$ cat config.mk
export PLATFORM = sky130hd
export DESIGN_NAME = axil2apb_bridge_flat
export DESIGN_NICKNAME = d
export VERILOG_FILES = /design/src/rtl/axil2apb_bridge_pkg.sv /design/src/rtl/axil2apb_bridge_if.sv /design/src/rtl/axil2apb_bridge_hold_slot.sv /design/src/rtl/axil2apb_bridge.sv /design/src/flat_wrapper.sv
export SDC_FILE = /design/constraint.sdc
export NUM_CORES = 1
export LEC_CHECK = 0
export CAP_MARGIN = 25
export CORE_MARGIN = 2
export CORE_UTILIZATION = 38
export DETAILED_ROUTE_END_ITERATION = 8
export PLACE_DENSITY = 0.77
export SYNTH_ARGS = -nofsm -noshare
export SYNTH_HDL_FRONTEND = slang
export SYNTH_SLANG_ARGS = --single-unit
$ cat constraint.sdc
create_clock -name pclk -period 1.5 [get_ports pclk]
set_input_delay 0.3 -clock pclk [delete_from_list [all_inputs] [get_ports pclk]]
set_output_delay 0.3 -clock pclk [all_outputs]
set_load 0.05 [all_outputs]
$ cat src/rtl/axil2apb_bridge_pkg.sv
// Shared types for the AXI4-lite to APB bridge: AXI response codes and FSM state.
// Latency: n/a (declarations only).
// Backpressure: n/a.
package bster_h;

    localparam logic [1:0] RESP_OKAY   = 2'b00;
    localparam logic [1:0] RESP_SLVERR = 2'b10;
    localparam logic [1:0] RESP_DECERR = 2'b11;

    typedef enum logic [1:0] {
        ST_IDLE   = 2'd0,
        ST_SETUP  = 2'd1,
        ST_ACCESS = 2'd2,
        ST_RESP   = 2'd3
    } state_e;

endpackage

$ cat src/rtl/axil2apb_bridge_if.sv
// AXI4-lite + APB signal bundle around the bridge.
// slave modport = bridge view (AXI slave, APB master); master modport = environment view.
// Backpressure: carried by the valid/ready pairs and pready.
interface axil2apb_bridge_if #(
    parameter int CSR_ADDR_WIDTH = 8,
    parameter int CSR_DATA_WIDTH = 32
);
    logic                          awvalid, awready;
    logic [CSR_ADDR_WIDTH-1:0]     awaddr;
    logic [2:0]                    awprot;
    logic                          wvalid, wready;
    logic [CSR_DATA_WIDTH-1:0]     wdata;
    logic [CSR_DATA_WIDTH/8-1:0]   wstrb;
    logic                          bvalid, bready;
    logic [1:0]                    bresp;
    logic                          arvalid, arready;
    logic [CSR_ADDR_WIDTH-1:0]     araddr;
    logic [2:0]                    arprot;
    logic                          rvalid, rready;
    logic [CSR_DATA_WIDTH-1:0]     rdata;
    logic [1:0]                    rresp;
    logic                          psel, penable, pwrite;
    logic [CSR_ADDR_WIDTH-1:0]     paddr;
    logic [1:0]                    pprot;
    logic [CSR_DATA_WIDTH-1:0]     pwdata;
    logic [CSR_DATA_WIDTH/8-1:0]   pstrb;
    logic                          pready;
    logic [CSR_DATA_WIDTH-1:0]     prdata;
    logic                          pslverr;

    modport slave (
        input  awvalid, awaddr, awprot, wvalid, wdata, wstrb, bready,
        input  arvalid, araddr, arprot, rready,
        output awready, wready, bvalid, bresp, arready, rvalid, rdata, rresp,
        output psel, penable, pwrite, paddr, pprot, pwdata, pstrb,
        input  pready, prdata, pslverr
    );

    modport master (
        output awvalid, awaddr, awprot, wvalid, wdata, wstrb, bready,
        output arvalid, araddr, arprot, rready,
        input  awready, wready, bvalid, bresp, arready, rvalid, rdata, rresp,
        input  psel, penable, pwrite, paddr, pprot, pwdata, pstrb,
        output pready, prdata, pslverr
    );
endinterface

$ cat src/rtl/axil2apb_bridge_hold_slot.sv
// One-entry holding slot: captures a beat on valid&&ready, holds it until clr.
// Latency: full one cycle after the accepting edge.
// Backpressure: ready is low while full (and during reset).
module axil_hold_slot #(
    parameter int WIDTH = 8
) (
    input  logic             clk,
    input  logic             rst,
    input  logic             in_vld,
    input  logic [WIDTH-1:0] in_dat,
    input  logic             clr,
    output logic             in_rdy,
    output logic             full,
    output logic [WIDTH-1:0] dat
);
    logic             full_q, full_d;
    logic [WIDTH-1:0] dat_q, dat_d;

    assign in_rdy = ~full_q & ~rst;
    assign full   = full_q;
    assign dat    = dat_q;

    // Fill on accept; clr only arrives while full, so it never collides with a fill.
    always_comb begin
        full_d = full_q;
        dat_d  = dat_q;
        if (in_vld && in_rdy) begin
            full_d = 1'b1;
            dat_d  = in_dat;
        end else if (clr) begin
            full_d = 1'b0;
        end
    end

    // Slot state register.
    always_ff @(posedge clk) begin
        if (rst) begin
            full_q <= 1'b0;
            dat_q  <= '0;
        end else begin
            full_q <= full_d;
            dat_q  <= dat_d;
        end
    end
endmodule

$ cat src/rtl/axil2apb_bridge.sv
// AXI4-lite slave to APB master bridge; one APB transfer at a time, read/write round-robin.
// Latency: slots full at edge N -> SETUP N+1 -> ACCESS N+2 -> response after pready sampled.
// Backpressure: each AXI ready is low while its slot holds a beat; ACCESS waits on pready
// (bounded by TIMEOUT_CYCLES with DECERR when AXIL2APB_TIMEOUT_EN is defined).
module axil2apb_bridge
    import bster_h::*;
#(
    parameter int CSR_ADDR_WIDTH = 8,
    parameter int CSR_DATA_WIDTH = 32,
    parameter int TIMEOUT_CYCLES = 16
) (
    input logic           pclk,
    input logic           preset,
    axil2apb_bridge_if.slave bus
);
    localparam int STRB_W = CSR_DATA_WIDTH / 8;
    localparam int AX_W   = CSR_ADDR_WIDTH + 3;
    localparam int W_W    = CSR_DATA_WIDTH + STRB_W;

    logic            aw_full, w_full, ar_full;
    logic [AX_W-1:0] aw_dat, ar_dat;
    logic [W_W-1:0]  w_dat;
    logic            b_vld, r_vld, wr_clr, rd_clr;
    logic            wr_pend, rd_pend;

    state_e                    state_q, state_d;
    logic                      gnt_wr_q, gnt_wr_d;
    logic                      fav_rd_q, fav_rd_d;
    logic [1:0]                resp_q, resp_d;
    logic [CSR_DATA_WIDTH-1:0] rdata_q, rdata_d;

`ifdef AXIL2APB_TIMEOUT_EN
    localparam int CNT_W = (TIMEOUT_CYCLES > 2) ? $clog2(TIMEOUT_CYCLES) : 1;
    logic [CNT_W-1:0] cnt_q, cnt_d;
`else
    localparam int unused_timeout_cycles = TIMEOUT_CYCLES;
`endif

    // Only axprot[1:0] reaches APB.
    logic unused_prot;
    assign unused_prot = aw_dat[2] ^ ar_dat[2];

    assign b_vld   = (state_q == ST_RESP) &&  gnt_wr_q;
    assign r_vld   = (state_q == ST_RESP) && !gnt_wr_q;
    assign wr_clr  = b_vld && bus.bready;
    assign rd_clr  = r_vld && bus.rready;
    assign wr_pend = aw_full && w_full;
    assign rd_pend = ar_full;

    axil_hold_slot #(.WIDTH(AX_W)) u_aw_slot (
        .clk(pclk), .rst(preset), .in_vld(bus.awvalid), .in_dat({bus.awaddr, bus.awprot}),
        .clr(wr_clr), .in_rdy(bus.awready), .full(aw_full), .dat(aw_dat)
    );
    axil_hold_slot #(.WIDTH(W_W)) u_w_slot (
        .clk(pclk), .rst(preset), .in_vld(bus.wvalid), .in_dat({bus.wdata, bus.wstrb}),
        .clr(wr_clr), .in_rdy(bus.wready), .full(w_full), .dat(w_dat)
    );
    axil_hold_slot #(.WIDTH(AX_W)) u_ar_slot (
        .clk(pclk), .rst(preset), .in_vld(bus.arvalid), .in_dat({bus.araddr, bus.arprot}),
        .clr(rd_clr), .in_rdy(bus.arready), .full(ar_full), .dat(ar_dat)
    );

    // State, grant, arbitration pointer and captured response registers.
    always_ff @(posedge pclk) begin
        if (preset) begin
            state_q  <= ST_IDLE;
            gnt_wr_q <= 1'b0;
            fav_rd_q <= 1'b0;
            resp_q   <= RESP_OKAY;
            rdata_q  <= '0;
`ifdef AXIL2APB_TIMEOUT_EN
            cnt_q    <= '0;
`endif
        end else begin
            state_q  <= state_d;
            gnt_wr_q <= gnt_wr_d;
            fav_rd_q <= fav_rd_d;
            resp_q   <= resp_d;
            rdata_q  <= rdata_d;
`ifdef AXIL2APB_TIMEOUT_EN
            cnt_q    <= cnt_d;
`endif
        end
    end

    // Next state: arbitrate in IDLE, wait for pready in ACCESS, wait for the AXI handshake in RESP.
    always_comb begin
        state_d  = state_q;
        gnt_wr_d = gnt_wr_q;
        fav_rd_d = fav_rd_q;
        resp_d   = resp_q;
        rdata_d  = rdata_q;
`ifdef AXIL2APB_TIMEOUT_EN
        cnt_d    = cnt_q;
`endif
        case (state_q)
            ST_IDLE: begin
                if (wr_pend || rd_pend) begin
                    state_d = ST_SETUP;
`ifdef AXIL2APB_TIMEOUT_EN
                    cnt_d   = '0;
`endif
                    if (wr_pend && rd_pend) begin
                        gnt_wr_d = !fav_rd_q;
                        fav_rd_d = !fav_rd_q;
                    end else begin
                        gnt_wr_d = wr_pend;
                    end
                end
            end
            ST_SETUP: state_d = ST_ACCESS;
            ST_ACCESS: begin
                if (bus.pready) begin
                    state_d = ST_RESP;
                    rdata_d = bus.prdata;
                    resp_d  = bus.pslverr ? RESP_SLVERR : RESP_OKAY;
`ifdef AXIL2APB_TIMEOUT_EN
                end else if (cnt_q == CNT_W'(TIMEOUT_CYCLES - 1)) begin
                    state_d = ST_RESP;
                    rdata_d = '0;
                    resp_d  = RESP_DECERR;
                end else begin
                    cnt_d = cnt_q + 1'b1;
`endif
                end
            end
            ST_RESP: begin
                if (wr_clr || rd_clr) state_d = ST_IDLE;
            end
            default: state_d = ST_IDLE;
        endcase
    end

    // Outputs: APB fields come straight from the granted slot while psel is high, else 0.
    always_comb begin
        bus.psel    = (state_q == ST_SETUP) || (state_q == ST_ACCESS);
        bus.penable = (state_q == ST_ACCESS);
        bus.pwrite  = 1'b0;
        bus.paddr   = '0;
        bus.pprot   = '0;
        bus.pwdata  = '0;
        bus.pstrb   = '0;
        if (bus.psel) begin
            bus.pwrite = gnt_wr_q;
            if (gnt_wr_q) begin
                bus.paddr  = aw_dat[AX_W-1:3];
                bus.pprot  = aw_dat[1:0];
                bus.pwdata = w_dat[W_W-1:STRB_W];
                bus.pstrb  = w_dat[STRB_W-1:0];
            end else begin
                bus.paddr  = ar_dat[AX_W-1:3];
                bus.pprot  = ar_dat[1:0];
            end
        end
        bus.bvalid = b_vld;
        bus.bresp  = b_vld ? resp_q : 2'b00;
        bus.rvalid = r_vld;
        bus.rresp  = r_vld ? resp_q : 2'b00;
        bus.rdata  = r_vld ? rdata_q : '0;
    end
endmodule
$ cat src/flat_wrapper.sv
// flat-port wrapper written by rule: the top's interface ports become plain ports
module axil2apb_bridge_flat import bster_h::*;
#(
    parameter int CSR_ADDR_WIDTH = 8,
    parameter int CSR_DATA_WIDTH = 32,
    parameter int TIMEOUT_CYCLES = 16
)
  (pclk, preset, bus_awvalid, bus_awaddr, bus_awprot, bus_wvalid, bus_wdata, bus_wstrb, bus_bready, bus_arvalid, bus_araddr, bus_arprot, bus_rready, bus_awready, bus_wready, bus_bvalid, bus_bresp, bus_arready, bus_rvalid, bus_rdata, bus_rresp, bus_psel, bus_penable, bus_pwrite, bus_paddr, bus_pprot, bus_pwdata, bus_pstrb, bus_pready, bus_prdata, bus_pslverr);
  axil2apb_bridge_if #(.CSR_ADDR_WIDTH(CSR_ADDR_WIDTH), .CSR_DATA_WIDTH(CSR_DATA_WIDTH)) bus_i ();
  input logic pclk;
  input logic preset;
  input wire logic [$bits(bus_i.awvalid)-1:0] bus_awvalid;
  input wire logic [$bits(bus_i.awaddr)-1:0] bus_awaddr;
  input wire logic [$bits(bus_i.awprot)-1:0] bus_awprot;
  input wire logic [$bits(bus_i.wvalid)-1:0] bus_wvalid;
  input wire logic [$bits(bus_i.wdata)-1:0] bus_wdata;
  input wire logic [$bits(bus_i.wstrb)-1:0] bus_wstrb;
  input wire logic [$bits(bus_i.bready)-1:0] bus_bready;
  input wire logic [$bits(bus_i.arvalid)-1:0] bus_arvalid;
  input wire logic [$bits(bus_i.araddr)-1:0] bus_araddr;
  input wire logic [$bits(bus_i.arprot)-1:0] bus_arprot;
  input wire logic [$bits(bus_i.rready)-1:0] bus_rready;
  output wire logic [$bits(bus_i.awready)-1:0] bus_awready;
  output wire logic [$bits(bus_i.wready)-1:0] bus_wready;
  output wire logic [$bits(bus_i.bvalid)-1:0] bus_bvalid;
  output wire logic [$bits(bus_i.bresp)-1:0] bus_bresp;
  output wire logic [$bits(bus_i.arready)-1:0] bus_arready;
  output wire logic [$bits(bus_i.rvalid)-1:0] bus_rvalid;
  output wire logic [$bits(bus_i.rdata)-1:0] bus_rdata;
  output wire logic [$bits(bus_i.rresp)-1:0] bus_rresp;
  output wire logic [$bits(bus_i.psel)-1:0] bus_psel;
  output wire logic [$bits(bus_i.penable)-1:0] bus_penable;
  output wire logic [$bits(bus_i.pwrite)-1:0] bus_pwrite;
  output wire logic [$bits(bus_i.paddr)-1:0] bus_paddr;
  output wire logic [$bits(bus_i.pprot)-1:0] bus_pprot;
  output wire logic [$bits(bus_i.pwdata)-1:0] bus_pwdata;
  output wire logic [$bits(bus_i.pstrb)-1:0] bus_pstrb;
  input wire logic [$bits(bus_i.pready)-1:0] bus_pready;
  input wire logic [$bits(bus_i.prdata)-1:0] bus_prdata;
  input wire logic [$bits(bus_i.pslverr)-1:0] bus_pslverr;
  assign bus_i.awvalid = bus_awvalid;
  assign bus_i.awaddr = bus_awaddr;
  assign bus_i.awprot = bus_awprot;
  assign bus_i.wvalid = bus_wvalid;
  assign bus_i.wdata = bus_wdata;
  assign bus_i.wstrb = bus_wstrb;
  assign bus_i.bready = bus_bready;
  assign bus_i.arvalid = bus_arvalid;
  assign bus_i.araddr = bus_araddr;
  assign bus_i.arprot = bus_arprot;
  assign bus_i.rready = bus_rready;
  assign bus_awready = bus_i.awready;
  assign bus_wready = bus_i.wready;
  assign bus_bvalid = bus_i.bvalid;
  assign bus_bresp = bus_i.bresp;
  assign bus_arready = bus_i.arready;
  assign bus_rvalid = bus_i.rvalid;
  assign bus_rdata = bus_i.rdata;
  assign bus_rresp = bus_i.rresp;
  assign bus_psel = bus_i.psel;
  assign bus_penable = bus_i.penable;
  assign bus_pwrite = bus_i.pwrite;
  assign bus_paddr = bus_i.paddr;
  assign bus_pprot = bus_i.pprot;
  assign bus_pwdata = bus_i.pwdata;
  assign bus_pstrb = bus_i.pstrb;
  assign bus_i.pready = bus_pready;
  assign bus_i.prdata = bus_prdata;
  assign bus_i.pslverr = bus_pslverr;
  axil2apb_bridge #(.CSR_ADDR_WIDTH(CSR_ADDR_WIDTH), .CSR_DATA_WIDTH(CSR_DATA_WIDTH), .TIMEOUT_CYCLES(TIMEOUT_CYCLES)) u_core (.pclk(pclk), .preset(preset), .bus(bus_i));
endmodule
### After elaboration in Yosys (flattened, before gate mapping)

Index checks and enable logic that the tools add are counted.

* word-level logic and storage cells: 69
* bits of input ports: 99
* output and inout port bits: 90
* register bits: 99

* eq/ne operators: 6
* bitwise gates (word level): 7
* reductions and logical operators: 22
* multiplexer cells: 23

Operators by type and width (count)
* 32-bit 2-to-1 mux: 3
* 2-bit 2-to-1 mux: 8
* 8-bit 2-to-1 mux: 2
* 1-bit logical AND: 9
* 4-bit 2-to-1 mux: 2
* 2-bit case mux with 4 select lines: 1
* 1-bit 2-to-1 mux: 7
* 3-bit AND reduction: 2
* 2-bit nonzero test: 3
* 2-bit equality test (second input constant): 2
* 2-bit by 1-bit inequality test with 1-bit output (second input constant): 2
* 1-bit NOT: 4
* 2-bit AND reduction: 2
* 1-bit AND: 3
* 1-bit logical OR: 3
* 2-bit by 1-bit equality test with 1-bit output (second input constant): 1
* 1-bit zero test: 2
* 2-bit zero test: 1
* 2-bit inequality test (second input constant): 1

### Depth between registers and ports, before layout

* word-level depth: 6
* mapped depth: 7
* mapped depth without buffers: 5

### Hierarchy

From an unflattened synthesis, not the netlist that was laid out.

* cell total of the unflattened synthesis: 562
* area total of the unflattened synthesis: 5122.4 um^2

Modules (own cells, without submodules)
* axil2apb_bridge: sequential area each 740.7 um^2, times used 1, area each 2100.8 um^2, cells an instance 286
* axil_hold_slot (u_core.u_w_slot): sequential area each 740.7 um^2, times used 1, area each 1823.0 um^2, cells an instance 168
* axil_hold_slot (u_core.u_ar_slot ...): sequential area each 240.2 um^2, times used 2, area each 599.3 um^2, cells an instance 54

### Least setup slack after synthesis

No wires, ideal clock.

* path kind: register to output
* from: register u_core.state_q[1]
* to: output port bus_paddr[0]
* required time: 1.200 ns
* arrival: 2.238 ns
* buffers on the path: 2
* cell stages (with the launch flop): 7
* path slack: -1.038 ns
* path through: dfxtp_1 -> inv_1 -> ha_1 -> clkbuf_1 -> inv_1 -> clkbuf_1 -> nor2_1

* cells in the longest elaborated chain, start to end: 3
* elaborated cells between the ends (all ways): 4
* classes of those cells: 2 x eq/ne; 1 x mux; 1 x reduce/logical

Ends and longest elaborated chain
* start, declared: RTL line axil2apb_bridge.sv:26 `state_e state_q, state_d;`
* start signal, assigned: RTL line axil2apb_bridge.sv:75 `state_q <= state_d;`
* 2-bit by 1-bit equality test with 1-bit output / 2-bit equality test (equally long branches): RTL line axil2apb_bridge.sv:136 `bus.psel = (state_q == ST_SETUP) || (state_q == ST_ACCESS);`
* 1-bit logical OR (*): RTL line axil2apb_bridge.sv:136
* via bus_psel: RTL line flat_wrapper.sv:31 `output wire logic [$bits(bus_i.psel)-1:0] bus_psel;`
* 8-bit 2-to-1 mux (*): RTL line axil2apb_bridge.sv:143 `if (bus.psel) begin`
* end, declared: RTL line flat_wrapper.sv:34 `output wire logic [$bits(bus_i.paddr)-1:0] bus_paddr;`

The timed path passes the listed nets; every way through them passes the cells marked *.

### Final worst setup path

* from: register u_core.state_q[1]
* to: output port bus_pwdata[2]

* cells in the longest elaborated chain, start to end: 3
* elaborated cells between the ends (all ways): 4
* classes of those cells: 2 x eq/ne; 1 x mux; 1 x reduce/logical

Ends and longest elaborated chain
* 2-bit by 1-bit equality test with 1-bit output / 2-bit equality test (equally long branches): RTL line axil2apb_bridge.sv:136
* 1-bit logical OR (*): RTL line axil2apb_bridge.sv:136
* 32-bit 2-to-1 mux (*): RTL line axil2apb_bridge.sv:143
* end, declared: RTL line flat_wrapper.sv:36 `output wire logic [$bits(bus_i.pwdata)-1:0] bus_pwdata;`

Mark *: on every way between the ends. The rest lies on a longest branch, timed or not.

==> results.md <==
* VDD IR max at 0.000489 V
* Critical path startpoint category: register
* Highest metal used: met4
* Peak Freq at 0.518 GHz
* Ant. Diodes at 0
* CTS root buf: clkbuf_8
* Gr usage total at 0.222
* Vias per cell at roughly 5
* Worst Setup End Kind: primary output
* Final Cycle Share at 1.29
* WP data arrival at 1630 ps
* CTS tree: built
* Violated checks: setup timing
* Yosys warns at 0
* Synth cell types at 30
* Initial core utilization at 0.387
* Required time of the critical path at 1200 ps
* IO Port Bufs at 184
* Metal1 wirelength at 5.23 mm
* Mapped Cells at approximately 540
* Clk buf depth at 2
* Area growth from synthesis to layout at 90.6%
* Ys flop type: dfxtp_1
* DP HPWL at 9.77 mm
* Mapped cell area at 4160 µm²
* Part of the power in registers at 0.358
* DIE AREA at between 10000 and 15000 µm²
* Setup TNS at -33170 ps
* R2R Path Start: u_core.state_q[1]
* Max-slew violations at 0
* GRT overflow at 0
* Last element of the critical path: bus_pwdata[2]
* Commonest non-fill, non-tap cell in the layout: nand2_1
* DR pass1 iterations at 4
* Post-Layout Cell Count at between 800 and 900
* Clock share of power at 0.183
* CORE AREA at 10700 µm²
* Initial antenna violation count at 0
* Status: finished, violations left
* Yosys reg bits at 96
* Fin nets at 842
* Post-route setup slack at -430 ps
* Critical Path Start: u_core.state_q[1]
* Ports at 189
* Final min period at about 1900 ps
* Switching power at 0.00296 W
* R2r endpoint: u_core.state_q[0]
* DRC Markers at 0
* Switching share of total power at 0.362
* Commonest cells after routing, fill and taps aside: nand2_1 (181), buf_12 (101), clkdlybuf4s50_1 (95), dfxtp_1 (91), o21ai_1 (50)
* Met3 wirelength from detailed routing at 902 µm
* RSZ-0062 raised after global routing: yes
* Clock latency on the worst-skew pair at between 300 and 400 ps
* First-pass GRT wire length at 20.6 mm
* Met2 WL at 6.85 mm
* Reg-to-reg setup timing slack at -100 ps
* Routed length per instance at ~15 µm
* R2R cell count at 6
* Largest net degree at the start of global routing at 38
* Routability cong. at 0.808
* Maximum Capacitance Violations at 0
* Pwr/cell area at between 1000 and 1500 nW/µm²
* Clock Sinks at 96
* Clock skew at about 11 ps
* CP Class: register to primary output
* Internal power at 0.00522 W
* Vias in the first global route at 4287
* Worst hold path type: register to register
* CTS buffer count at 9
* Comb pwr share at 0.459
* Die Wd at approximately 110 µm
* Final setup viols at 87
* Post-synth EDFFs at 0
* Clock slew at reported path FFs at around 100 ps
* Detail Route Antenna Nets at 0
* Final hold violations at 0
* Syn Area/Cell at ~7.6 µm²
* DR vias at 4371
* Register area share after synthesis at 0.462
* H-tree Lvls at 3
* Die height at 109 µm
* Layout cells sized above 1 at 0.340
* Post-Place Setup Slack at -193 ps
* Row cnt at 38
* Util after Layout at 0.737
* Dpl cells at between 800 and 900
* FFs w/ async S/R, synth at 0
* Routed WL at 13.3 mm
* P_leak at 3.02 nW
* Initial DRC Count at between 100 and 150
* Worst Path Max Fanout at 12
power by group through the flow:
stage	registers, W	clock network [W]	logic, W
6_report	0.00293	0.00150	0.00375
4_1_cts	0.00292	0.00154	0.00361
2_1_floorplan	0.00294	0	0.00194
3_3_place_gp	0.00296	0	0.00325
5_1_grt	0.00295	0.00163	0.00398
3_5_place_dp	0.00298	0	0.00333
synth_stat cells (2+ instances only):
library cell | instances | area (µm²)
buf_2 | 12 | 60.1
a21oi_1 | 34 | 170
ha_1 | 5 | 62.6
buf_6 | 5 | 56.3
dfxtp_1 | 96 | 1920
nand2_1 | 182 | 683
and2_1 | 39 | 244
mux2i_1 | 10 | 100
o21ai_0 | 7 | 35.0
nor2_1 | 17 | 63.8
inv_1 | 5 | 18.8
and3_1 | 39 | 244
buf_4 | 6 | 45.0
clkbuf_1 | 21 | 78.8
a211oi_1 | 2 | 15.0
o21ai_1 | 50 | 250
critical path, cell delays in order, from the launching register on:
cell and delay, ps:
dfxtp_2 370, inv_2 60, ha_4 350, buf_12 150, and3_2 210, buf_12 140
routing by layer:
metal	track usage	vias up
li1	-	2147
met1	0.251	2058
met2	0.401	142
met3	0.0579	24
met4	0.0806	0
met5	0	-
state kept, by name, indices dropped and copies added, names as in the netlist:
register,flops
u_core.gnt_wr_q,1
u_core.resp_q,1
u_core.u_ar_slot.full,1
u_core.u_aw_slot.dat,10
u_core.rdata_q,32
u_core.state_q,2
u_core.u_aw_slot.full,1
u_core.u_ar_slot.dat,10
u_core.u_w_slot.full,1
u_core.fav_rd_q,1
u_core.u_w_slot.dat,36
what timing repair did:
action                     in CTS  in global routing
gates cloned                    0                  3
setup endpoints to repair      89                120
hold buffers                    0                  0
gates resized for setup        19                 21
buffers inserted                4                  3
pin swaps                       6                  9
metrics by stage:
stage | hold WS (ps) | power, W | area (µm²)
3_3_place_gp | 433 | 0.00621 | 7530
3_5_place_dp | 441 | 0.00631 | 7530
4_1_cts | 454 | 0.00808 | 7800
6_report | 449 | 0.00817 | 7920
5_1_grt | 467 | 0.00856 | 7920
2_1_floorplan | 409 | 0.00488 | 4530
logic make-up after synthesis:
kind of cell	after synthesis	share of synthesized area
flops	96	0.462
mux	10	0.0241
buf+inv	51	0.0641
xor+xnor	1	0.00211
other cells	1	0.000902
fa+ha+maj	5	0.0151
compound gates	99	0.128
simple gates	281	0.303
final cells by class:
type	instances	area, µm²
clock buffers	11	131
inverters	6	35.0
well taps	140	175
multi-input cells	398	2370
flip-flops and latches	96	1930
fillers	730	2820
repair buffers	227	3250
clock inverters	4	31.3
worst min-delay path by stage:
| stage | startpoint | to | slack, ps | cells after the start |
|---|---|---|---|---|
| detailed placement | u_core.u_ar_slot.dat[1] | u_core.u_ar_slot.dat[1] | 440 | 2 |
| CTS | u_core.u_w_slot.dat[18] | u_core.u_w_slot.dat[18] | 450 | 2 |
| floorplan | bus_awprot[0] | u_core.u_aw_slot.dat[0] | 410 | 2 |
| global route | u_core.u_w_slot.dat[11] | u_core.u_w_slot.dat[11] | 470 | 2 |
| global placement | u_core.u_w_slot.dat[12] | u_core.u_w_slot.dat[12] | 430 | 2 |
| finish | u_core.u_w_slot.dat[12] | u_core.u_w_slot.dat[12] | 450 | 2 |
Note: power is estimated with default switching activity, not from simulation.
